**src/rtl/pn_edge_gen.sv**
```systemverilog
// pn_edge_gen -- transmit-side edge generator.
//
// Rising (P) and falling (N) edge requests are queued and replayed onto the
// level output Cout.  Cout holds each level for at least HOLD_CYC cycles, so
// a pos/neg edge detector on Cout regenerates the requested pulse sequence.
//
// Parameters:
//   HOLD_CYC  minimum cycles Cout holds a level after an edge (1..255)
//   DEPTH     request queue entries (power of 2, >= 2)
//
// Ports:
//   Clk   in   clock, rising edge active
//   Rst   in   asynchronous active-high reset
//   P     in   rising-edge request strobe
//   N     in   falling-edge request strobe
//   Cout  out  generated level (registered)
//   Busy  out  holding a level or queue non-empty (registered)
//   Full  out  queue holds DEPTH entries (registered)
//   Err   out  sticky: some request was dropped; cleared only by Rst
//   Pe    out  one-cycle strobe aligned with a 0->1 on Cout   (PN_ECHO_EN)
//   Ne    out  one-cycle strobe aligned with a 1->0 on Cout   (PN_ECHO_EN)
//
// Build option: define PN_ECHO_EN to add the Pe/Ne echo outputs.

module pn_edge_gen #(
   parameter int unsigned HOLD_CYC = 4,
   parameter int unsigned DEPTH    = 4
) (
   input  logic Clk,
   input  logic Rst,
   input  logic P,
   input  logic N,
   output logic Cout,
   output logic Busy,
   output logic Full,
`ifdef PN_ECHO_EN
   output logic Err,
   output logic Pe,
   output logic Ne
`else
   output logic Err
`endif
);

   localparam int unsigned AW = $clog2(DEPTH);
   localparam logic [AW:0] DEPTH_C  = (AW+1)'(DEPTH);
   localparam logic [7:0]  HOLD_M1  = 8'(HOLD_CYC - 1);

   typedef enum logic {IDLE, HOLD} state_t;

   state_t           state_q, state_d;
   logic [7:0]       hcnt_q, hcnt_d;
   logic [DEPTH-1:0] mem_q;            // 1 = rise entry, 0 = fall entry
   logic [AW-1:0]    wr_q, wr_d, rd_q, rd_d;
   logic [AW:0]      cnt_q, cnt_d;
   logic             lp_q, lp_d;       // level after all queued edges
   logic             cout_q, cout_d;
   logic             err_q, err_d;
   logic             busy_q, full_q;

   logic head, pop, room, push_p, push_n, push, drop;

   always_comb begin
      head   = mem_q[rd_q];
      // The pop decision uses only registered state, so an entry pushed this
      // edge is never popped at the same edge.
      pop    = (cnt_q != '0) && ((state_q == IDLE) || (hcnt_q == 8'd0));
      // A simultaneous pop frees the slot a full queue would otherwise lack.
      room   = (cnt_q != DEPTH_C) || pop;
      push_p = P && !N && !lp_q && room;
      push_n = N && !P &&  lp_q && room;
      push   = push_p || push_n;
      // Anything requested but not pushed is a drop: both strobes, a
      // redundant edge, or no room.
      drop   = (P || N) && !push;

      state_d = state_q;
      hcnt_d  = hcnt_q;
      cout_d  = cout_q;
      if (pop) begin
         cout_d  = head;
         hcnt_d  = HOLD_M1;
         state_d = HOLD;
      end else if (state_q == HOLD) begin
         if (hcnt_q != 8'd0) hcnt_d = hcnt_q - 8'd1;
         else                state_d = IDLE;
      end

      wr_d  = push ? wr_q + AW'(1) : wr_q;
      rd_d  = pop  ? rd_q + AW'(1) : rd_q;
      cnt_d = cnt_q + (AW+1)'(push) - (AW+1)'(pop);
      lp_d  = push ? push_p : lp_q;
      err_d = err_q || drop;
   end

   always_ff @(posedge Clk or posedge Rst) begin
      if (Rst) begin
         state_q <= IDLE;
         hcnt_q  <= 8'd0;
         mem_q   <= '0;
         wr_q    <= '0;
         rd_q    <= '0;
         cnt_q   <= '0;
         lp_q    <= 1'b0;
         cout_q  <= 1'b0;
         err_q   <= 1'b0;
         busy_q  <= 1'b0;
         full_q  <= 1'b0;
      end else begin
         state_q <= state_d;
         hcnt_q  <= hcnt_d;
         if (push) mem_q[wr_q] <= push_p;
         wr_q    <= wr_d;
         rd_q    <= rd_d;
         cnt_q   <= cnt_d;
         lp_q    <= lp_d;
         cout_q  <= cout_d;
         err_q   <= err_d;
         busy_q  <= (state_d == HOLD) || (cnt_d != '0);
         full_q  <= (cnt_d == DEPTH_C);
      end
   end

   assign Cout = cout_q;
   assign Busy = busy_q;
   assign Full = full_q;
   assign Err  = err_q;

`ifdef PN_ECHO_EN
   logic pe_q, ne_q;

   // Queue entries alternate, so every pop is a real transition of Cout.
   always_ff @(posedge Clk or posedge Rst) begin
      if (Rst) begin
         pe_q <= 1'b0;
         ne_q <= 1'b0;
      end else begin
         pe_q <= pop &&  head;
         ne_q <= pop && !head;
      end
   end

   assign Pe = pe_q;
   assign Ne = ne_q;
`endif

endmodule

```
**config.mk**
```make
export PLATFORM = sky130hd
export DESIGN_NAME = pn_edge_gen
export DESIGN_NICKNAME = d
export VERILOG_FILES = /design/src/rtl/pn_edge_gen.sv
export SDC_FILE = /design/constraint.sdc
export NUM_CORES = 1
export LEC_CHECK = 0
export CORE_UTILIZATION = 36
export CTS_CLUSTER_DIAMETER = 150
export DETAILED_ROUTE_END_ITERATION = 6
export HOLD_SLACK_MARGIN = 0.1
export MAX_ROUTING_LAYER = met4
export REMOVE_ABC_BUFFERS = 1
export SLEW_MARGIN = 25
export SYNTH_ARGS = -nofsm -noshare
export SYNTH_HDL_FRONTEND = slang
export SYNTH_SLANG_ARGS = --single-unit
```
**constraint.sdc**
```tcl
create_clock -name Clk -period 7 [get_ports Clk]
set_input_delay 1.05 -clock Clk [delete_from_list [all_inputs] [get_ports Clk]]
set_output_delay 1.05 -clock Clk [all_outputs]
set_load 0.005 [all_outputs]
```
# Word level (Yosys, flattened, before mapping)
# Index checks and enable logic that the tools add are counted.
# word_totals
inputBits	4
output_inout_bits	4
register_bits	25
# classes
n_mux	11
reduce_logical	26
eq_ne	2
n_addsub	5
order_cmp	3
n_bitwise	1
# op_table
operator	count
2-to-1 mux 8 bit	3
logical AND 1 bit	9
logical NOT 8 bit	1
nonzero test 8 bit	1
subtractor 8 x 1 -> 8 bit, second input constant	1
logical OR 1 bit	6
< comparator 2 x 3 -> 1 bit, second input constant	2
nonzero test 3 bit	2
2-to-1 mux 1 bit	5
adder 2 x 1 -> 2 bit, second input constant	2
bitwise mux 4 bit	1
logical NOT 1 bit	4
nonzero test 2 bit	2
adder 3 x 1 -> 3 bit	1
== test 3 bit, second input constant	1
!= test 3 bit, second input constant	1
subtractor 3 x 1 -> 3 bit	1
binary-select mux 1 bit (select 2 bit)	1
demux 1 bit (select 2 bit)	1
>= comparator 2 x 1 -> 1 bit, second input constant	1
AND reduction 2 bit	1
NOT 1 bit	1

# Depth between registers and ports, before layout
# Gate-level depths: netlist of the first run.
# depth
depth_word	10
depth_mapped	14

# Least setup slack after synthesis of the first run
# No wires, ideal clock.
# synth_timing
kind	in2reg
start	input N
end	register busy_q, in the netlist Busy
required_ps	6862
arrival_ps	3390
setup_slack_ps	3472
cell_stages	12
setup_time_ps	138
n_path_buf	1
cell_sequence	nor3b_1 > a21oi_1 > or2_1 > buf_2 > o21bai_1 > ha_1 > inv_1 > fa_1 > xor2_1 > xnor2_1 > inv_1 > or4_4
# synth_between
elab_chain_cells	9
word_cells_on_any_way	12
classes_between	add/sub: 2; reduce/logical: 10
# synth_rtl
item	line_no	rtl
start: declaration	32	input logic N,
logical NOT 1 bit	70	push_p = P && !N && !lp_q && room;
logical AND 1 bit (3 in series)	70	
logical OR 1 bit (*)	72	push = push_p || push_n;
adder 3 x 1 -> 3 bit (*)	91	cnt_d = cnt_q + (AW+1)'(push) - (AW+1)'(pop);
subtractor 3 x 1 -> 3 bit (*)	91	
net cnt_d[2]	55	logic [AW:0] cnt_q, cnt_d;
nonzero test 3 bit (*)	119	busy_q <= (state_d == HOLD) || (cnt_d != '0);
logical OR 1 bit (*)	119	
end signal: assignment	119	
end: declaration	59	logic busy_q, full_q;
# Mark *: on every way through the listed nets, which the timed path passes. The rest lies on a longest branch.
# A chain may end at the register's enable or synchronous reset.

# Worst setup path after layout of the first run
# layout_timing
start	input P
end	register busy_q, in the netlist Busy
# layout_between
elab_chain_cells	9
word_cells_on_any_way	12
classes_between	add/sub: 2; reduce/logical: 10
# layout_rtl
item	line_no	rtl
start: declaration	31	input logic P,
logical NOT 1 bit	71	push_n = N && !P && lp_q && room;
logical AND 1 bit (3 in series)	71	
logical OR 1 bit (*)	72	
adder 3 x 1 -> 3 bit (*)	91	
subtractor 3 x 1 -> 3 bit (*)	91	
net cnt_d[2]	55	
nonzero test 3 bit (*)	119	
logical OR 1 bit (*)	119	
# Marks and branches as above.

==> results of run 1 <==
[cell type report]
| type | instances | area [um2] |
|---|---|---|
| Inverter | 9 | 33.8 |
| Multi-Input combinational cell | 75 | 643 |
| Sequential cell | 25 | 626 |
| Fill cell | 340 | 1960 |
| Tap cell | 46 | 57.6 |
| Clock buffer | 3 | 22.5 |
| Timing Repair Buffer | 7 | 70.1 |
| Clock inverter | 1 | 5.00 |
[worst reg2reg max path, cell delays in order, from the launching register on]
cell and delay, ns:
dfrtp_1 0.45, inv_1 0.08, ha_1 0.22, nor3b_2 0.38
a21bo_1 0.35, and3_1 0.27, o21bai_1 0.13, ha_1 0.16
inv_1 0.05, fa_1 0.38, xor2_1 0.16, xnor2_1 0.18
inv_1 0.09, or4_4 0.41
[sequential cells by signal, summed over array words and instances (netlist names)]
register and count:
hcnt_q 8, mem_q 4, cnt_q 3, rd_q 2, wr_q 2, Busy 1, Cout 1, Err 1
Full 1, lp_q 1, state_q 1
[cell usage after synthesis]
cell / n
a21o_1: 2
a21oi_2: 1
mux2_4: 1
buf_2: 1
a21o_2: 1
a21boi_4: 1
and3_2: 1
nand4bb_1: 1
or4_4: 1
nor2_4: 1
dfrtp_1: 25
a211o_2: 2
nand3b_1: 1
nor3b_2: 1
nor2b_1: 2
or3_1: 2
mux4_2: 1
nand3_1: 1
a311o_1: 1
mux2_2: 5
a21bo_1: 1
inv_1: 8
o21ai_0: 1
or2_1: 1
o21bai_1: 1
nor3_1: 8
a21bo_2: 1
and3_1: 4
nand2_1: 2
or3_2: 1
ha_1: 6
a31oi_1: 1
nor3b_1: 5
xnor2_1: 2
fa_1: 1
inv_2: 1
nor4_4: 1
nor2_1: 2
a21oi_1: 5
xor2_1: 4
or2_2: 1
nand2b_1: 1
[path summary, 6_finish.rpt]
check | start | endpoint | slack, ns | cells after the start
hold reg to reg | Err$_DFF_PP0_ | Err$_DFF_PP0_ | 0.48 | 1
hold / removal | Err$_DFF_PP0_ | Err$_DFF_PP0_ | 0.48 | 1
setup reg to reg | hcnt_q[0]$_DFFE_PP0P_ | Busy$_DFF_PP0_ | 3.59 | 13
setup / recovery | P | Busy$_DFF_PP0_ | 3.00 | 12
min in group asynchronous | Rst | wr_q[1]$_DFFE_PP0P_ | 1.06 | 2
max in group asynchronous | Rst | hcnt_q[1]$_DFFE_PP0P_ | 5.59 | 2
[layer usage]
| metal | part of all wire | track usage | vias to the layer above |
|---|---|---|---|
| met4 | 0.021 | 0.0610 | 0 |
| met1 | 0.52 | 0.204 | 396 |
| li1 | - | - | 414 |
| met3 | 0.027 | 0.0257 | 5 |
| met5 | 0 | - | - |
| met2 | 0.43 | 0.209 | 15 |
[cells by family after synthesis]
kind of cell / after synthesis
and+or+nand+nor: 37
DFF: 25
AOI/OAI and AO/OA: 18
buffers and inverters: 10
muxes: 7
adders and majority gates: 7
xor gates and xnor gates: 6
[through the flow]
step	hold WS [ns]	power (uW)	setup slack [ns]	cell area, um2	instances
after detailed placement	0.453	500	2.69	1430	162
after floorplan	0.450	443	3.52	1300	109
after global placement	0.452	491	2.75	1430	162
after global routing	0.509	616	2.69	1460	166
final	0.482	562	3.00	1460	166
after CTS	0.489	568	3.01	1460	166
[power by group through the flow]
stage	registers, uW	clock network, uW	logic [uW]
final	270	66.0	226
after global routing	283	74.1	259
after CTS	271	68.8	228
after detailed placement	274	0	226
after global placement	271	0	220
after floorplan	259	0	184
==> impl_metrics.toml, run 1 <==
[outcome]
status = "completed"

[power]
power_switching_uw = 215
power_frac_seq = 0.480
cellPowerDensity_nw_per_um2 = 385
max-vdd-ir-drop_v = 0.000191
pwr-share-clk = 0.117
p_comb_frac = 0.402
netSwitchingFraction = 0.383
cellLeakagePower_uw = 0.000659
intPower_uw = 347

[routing]
drc = 0
drt_iter0_drc = 22
first_pass_iters = 4
wl_um = 2260
wl_per_cell_um = 13.6
vias = 830
via_per_inst = 5.00
ant_nets = 0

[worst_setup_path]
worstSetupPathType = "input pin to register"
start_kind = "input pin"
cp.buffers_inverters = 3
path_cells = "clkdlybuf4s50_1 -> nor3b_1 -> a21oi_1 -> or2_1 -> o21bai_1 -> ha_1 -> inv_1 -> fa_1 -> xor2_1 -> xnor2_1 -> inv_1 -> or4_4"
slowest_stage = "clkdlybuf4s50_1"
crit_arrival_ns = 4.21
path_max_fanout = 6
slowest_delay_ns = 0.49
cpLargestDelayFamily = "simple AND/OR/NAND/NOR gates"
crit_required_ns = 7.21
cp_common_cell = "inv_1"
cp-end-kind = "register"

[timing]
fin_crit_sh = 0.571
setup_violations = 0
finalSetupTns_ns = 0
rsz0062_at_grt = "false"
relSlewSlack = 0.637
fmax_mhz = 250
slew_viol_final = 0
finClkSkew_ns = 0.00277
tightest_slew_ns = 0.544
timing.final.hold_violations = 0
fin_crit_ns = 4.00

[synth]
yosys.area.top_type = "dfrtp_1"
post_synth_and_or_nand_nor_area_fraction = 0.196
synth_area_um2 = 1310
yosys-top-cells-area = "dfrtp_1 (48%), ha_1 (5.7%), mux2_2 (4.3%)"
synth_xor_area_frac = 0.0402
synth_top_family_by_area = "simple AND/OR/NAND/NOR gates"
synth_warnings = 0
synth_seq_area_share = 0.478
synthDistinctLibCells = 42
yosys.area_share.adder = 0.0727
synth.top_cell.area_share = 0.478
yosys_register_bits = 25
muxShareOfSynthArea = 0.0718
synth_compound_area_frac = 0.111
syn_avg_cell_area_um2 = 11.9
syn_inst = 110

[floorplan]
boundaryPins = 8
die-area_um2 = 3880
core_area_um2 = 3420
die_x_um = 62.3
die_y_um = 62.3
start_util = 0.383
num_rows = 21

[clock_network]
cts_max_level = 1
clockBufferDepth = 2
insertion_delay_ns = 0.32
path_clk_slew_ns = 0.14
cts-hold-fix-buffers = 0
cts_resized = 0
cts_setup_buffers = 0
cts_tree = "built"
numCtsBuffers = 3
cts_root_buf = "clkbuf_4"
cts.sinks = 25

[placed_design]
routabilityCongestion = 0.734
io_buffers = 7
dpl.hpwl_um = 1650

[final_layout]
utilization = 0.427
finalNetCount = 132
area_growth_pct = 11.5
mostFrequentLayoutCells = "dfrtp_1 (25), nor3_1 (8), inv_1 (7), clkdlybuf4s50_1 (7), ha_1 (6)"
final_common_cell = "dfrtp_1"
antennaDiodeCount = 0
drive_gt1_frac = 0.217

[grt]
grt_pass1_vias = 865
grt_max_degree = 26
grt_remaining_overflow = 0
grt_pass1_wl_um = 4310
grtUsageTotal = 0.146
antenna_found_initial = 0

[flow_run]
cap_violations = 0

[worst_hold_path]
min_path_type = "register to register"
(Power assumes the default switching activity.)
==> run 2, diff against run 1 <==
==> constraint.sdc (replaced) <==
create_clock -name Clk -period 4.1 [get_ports Clk]
set_input_delay 0.615 -clock Clk [delete_from_list [all_inputs] [get_ports Clk]]
set_output_delay 0.615 -clock Clk [all_outputs]
set_load 0.005 [all_outputs]
==> run 2 against run 1 <==
Wire length is 2.0% lower. Sequential share of layout area is 0.22 points lower. Largest power group unchanged. Hold slack worse by 0.0043 ns. Sequential power is 71% higher. Register-to-register slack worse by 2.9 ns.
==> impl_metrics.toml, run 2 (synthesis gave the netlist of run 1 again) <==
[outcome]
status = "completed"

[routing]
wl_um = 2210
wl_per_cell_um = 13.3
first_pass_iters = 4
ant_nets = 0
drc = 0
vias = 836
via_per_inst = 5.01
drt_iter0_drc = 12

[clock_network]
cts_root_buf = "clkbuf_4"
cts.sinks = 25
path_clk_slew_ns = 0.14
cts_max_level = 1
cts_resized = 0
numCtsBuffers = 3
cts_tree = "built"
cts_setup_buffers = 0
cts-hold-fix-buffers = 0
insertion_delay_ns = 0.31
clockBufferDepth = 2

[floorplan]
start_util = 0.383
die_y_um = 62.3
core_area_um2 = 3420
die-area_um2 = 3880
die_x_um = 62.3
num_rows = 21
boundaryPins = 8

[final_layout]
max_flop_register = "hcnt_q"
stdcell_count = 167
final_common_cell = "dfrtp_1"
antennaDiodeCount = 0
utilization = 0.429
largest_reg_flops = 8
reg_top3 = "hcnt_q (8), mem_q (4), cnt_q (3)"
area_growth_pct = 12.1
mostFrequentLayoutCells = "dfrtp_1 (25), nor3_1 (8), inv_1 (7), clkdlybuf4s50_1 (7), ha_1 (6)"
fillers = 346
finalNetCount = 133
drive_gt1_frac = 0.215

[worst_setup_path]
slowest_delay_ns = 0.45
critPathLaunch = "hcnt_q[0]$_DFFE_PP0P_"
worstSetupPathType = "register to register"
cp_common_cell = "inv_1"
start_kind = "register"
path_cells = "inv_1 -> ha_1 -> nor3b_2 -> a21bo_1 -> and3_1 -> o21bai_1 -> ha_1 -> inv_1 -> fa_1 -> xor2_1 -> xnor2_1 -> inv_1 -> or4_4"
path_max_fanout = 9
slowest_stage = "dfrtp_1"
crit_required_ns = 4.31
reg2reg_from = "hcnt_q[0]$_DFFE_PP0P_"
cp-end-kind = "register"
crit_arrival_ns = 3.58

[timing]
finClkSkew_ns = 0.00570
rsz0062_at_grt = "false"
setup_violations = 0
fmax_mhz = 296
relSlewSlack = 0.430
fin_crit_sh = 0.823
finalSetupTns_ns = 0
tightest_slew_ns = 0.849
timing.final.hold_violations = 0
slew_viol_final = 0
timing.hold.ws_ns = 0.478
fin_crit_ns = 3.38

[power]
pwr-share-clk = 0.114
power_switching_uw = 366
p_comb_frac = 0.405
cellPowerDensity_nw_per_um2 = 655
power_frac_seq = 0.482
netSwitchingFraction = 0.381
intPower_uw = 594
cellLeakagePower_uw = 0.000662
max-vdd-ir-drop_v = 0.000315

[grt]
grtUsageTotal = 0.142
grt_max_degree = 26
grt_pass1_vias = 926
grt_pass1_wl_um = 4230
grt_remaining_overflow = 0
antenna_found_initial = 0

[flow_run]
cap_violations = 0

[placed_design]
routabilityCongestion = 0.767
io_buffers = 7
dpl.hpwl_um = 1660
dpl.cell_count = 163

[worst_hold_path]
worstHoldStart = "Err$_DFF_PP0_"
min_path_type = "register to register"
==> run 2: cell count changes in the layout (fill, tap and decap cells not counted) <==
cell	previous run	this run
clkinv_1	0	1
inv_2	2	1
buf_4	0	1
==> run 2: worst paths after layout <==
check / end / slack, ns / cells after the start
max: Busy$_DFF_PP0_ / 0.72 / 13
min: Err$_DFF_PP0_ / 0.48 / 1
max reg2reg: Busy$_DFF_PP0_ / 0.72 / 13
min reg2reg: Err$_DFF_PP0_ / 0.48 / 1
max in group asynchronous: rd_q[1]$_DFFE_PP0P_ / 3.05 / 2
min in group asynchronous: cnt_q[2]$_DFF_PP0_ / 0.65 / 2
==> run 2: power groups by stage <==
| stage | logic, uW | clock network, uW | registers (uW) |
|---|---|---|---|
| 2_1_floorplan | 315 | 0 | 442 |
| 3_3_place_gp | 380 | 0 | 463 |
| 3_5_place_dp | 391 | 0 | 470 |
| 4_1_cts | 396 | 113 | 465 |
| 5_1_grt | 446 | 126 | 484 |
| 6_report | 388 | 109 | 463 |
==> run 2: final cells by class <==
| cell class | instances | area, um2 | area share |
|---|---|---|---|
| Clock buffer | 3 | 22.5 | 0.0154 |
| Clock inverter | 1 | 5.00 | 0.00342 |
| Inverter | 9 | 33.8 | 0.0231 |
| Multi-Input combinational cell | 75 | 643 | 0.439 |
| Sequential cell | 25 | 626 | 0.427 |
| Tap cell | 46 | 57.6 | 0.0393 |
| Timing Repair Buffer | 8 | 77.6 | 0.0529 |
==> run 2: metrics by stage <==
stage,cell area [um2],total power [uW],setup WS (ns)
floorplan,1300,757,1.05
global placement,1440,844,0.605
detailed placement,1440,861,0.493
CTS,1470,973,0.688
global route,1470,1060,0.424
finish,1470,960,0.725
==> run 2: worst max-delay path, delay by kind of cell, from the launching register on <==
| kind | cells | cell delay [ns] |
|---|---|---|
| xor+xnor | 2 | 0.38 |
| flops | 1 | 0.45 |
| simple gates | 3 | 1.03 |
| fa+ha+maj | 3 | 0.75 |
| buf+inv | 3 | 0.20 |
| compound gates | 2 | 0.46 |
==> run 2: per-layer routing <==
metal  vias up  track usage  part of all wire
met3         4       0.0276             0.026
met4         0       0.0523             0.017
li1        411            -                 -
met2        10        0.245              0.49
met1       411        0.165              0.47
met5         -            -                 0
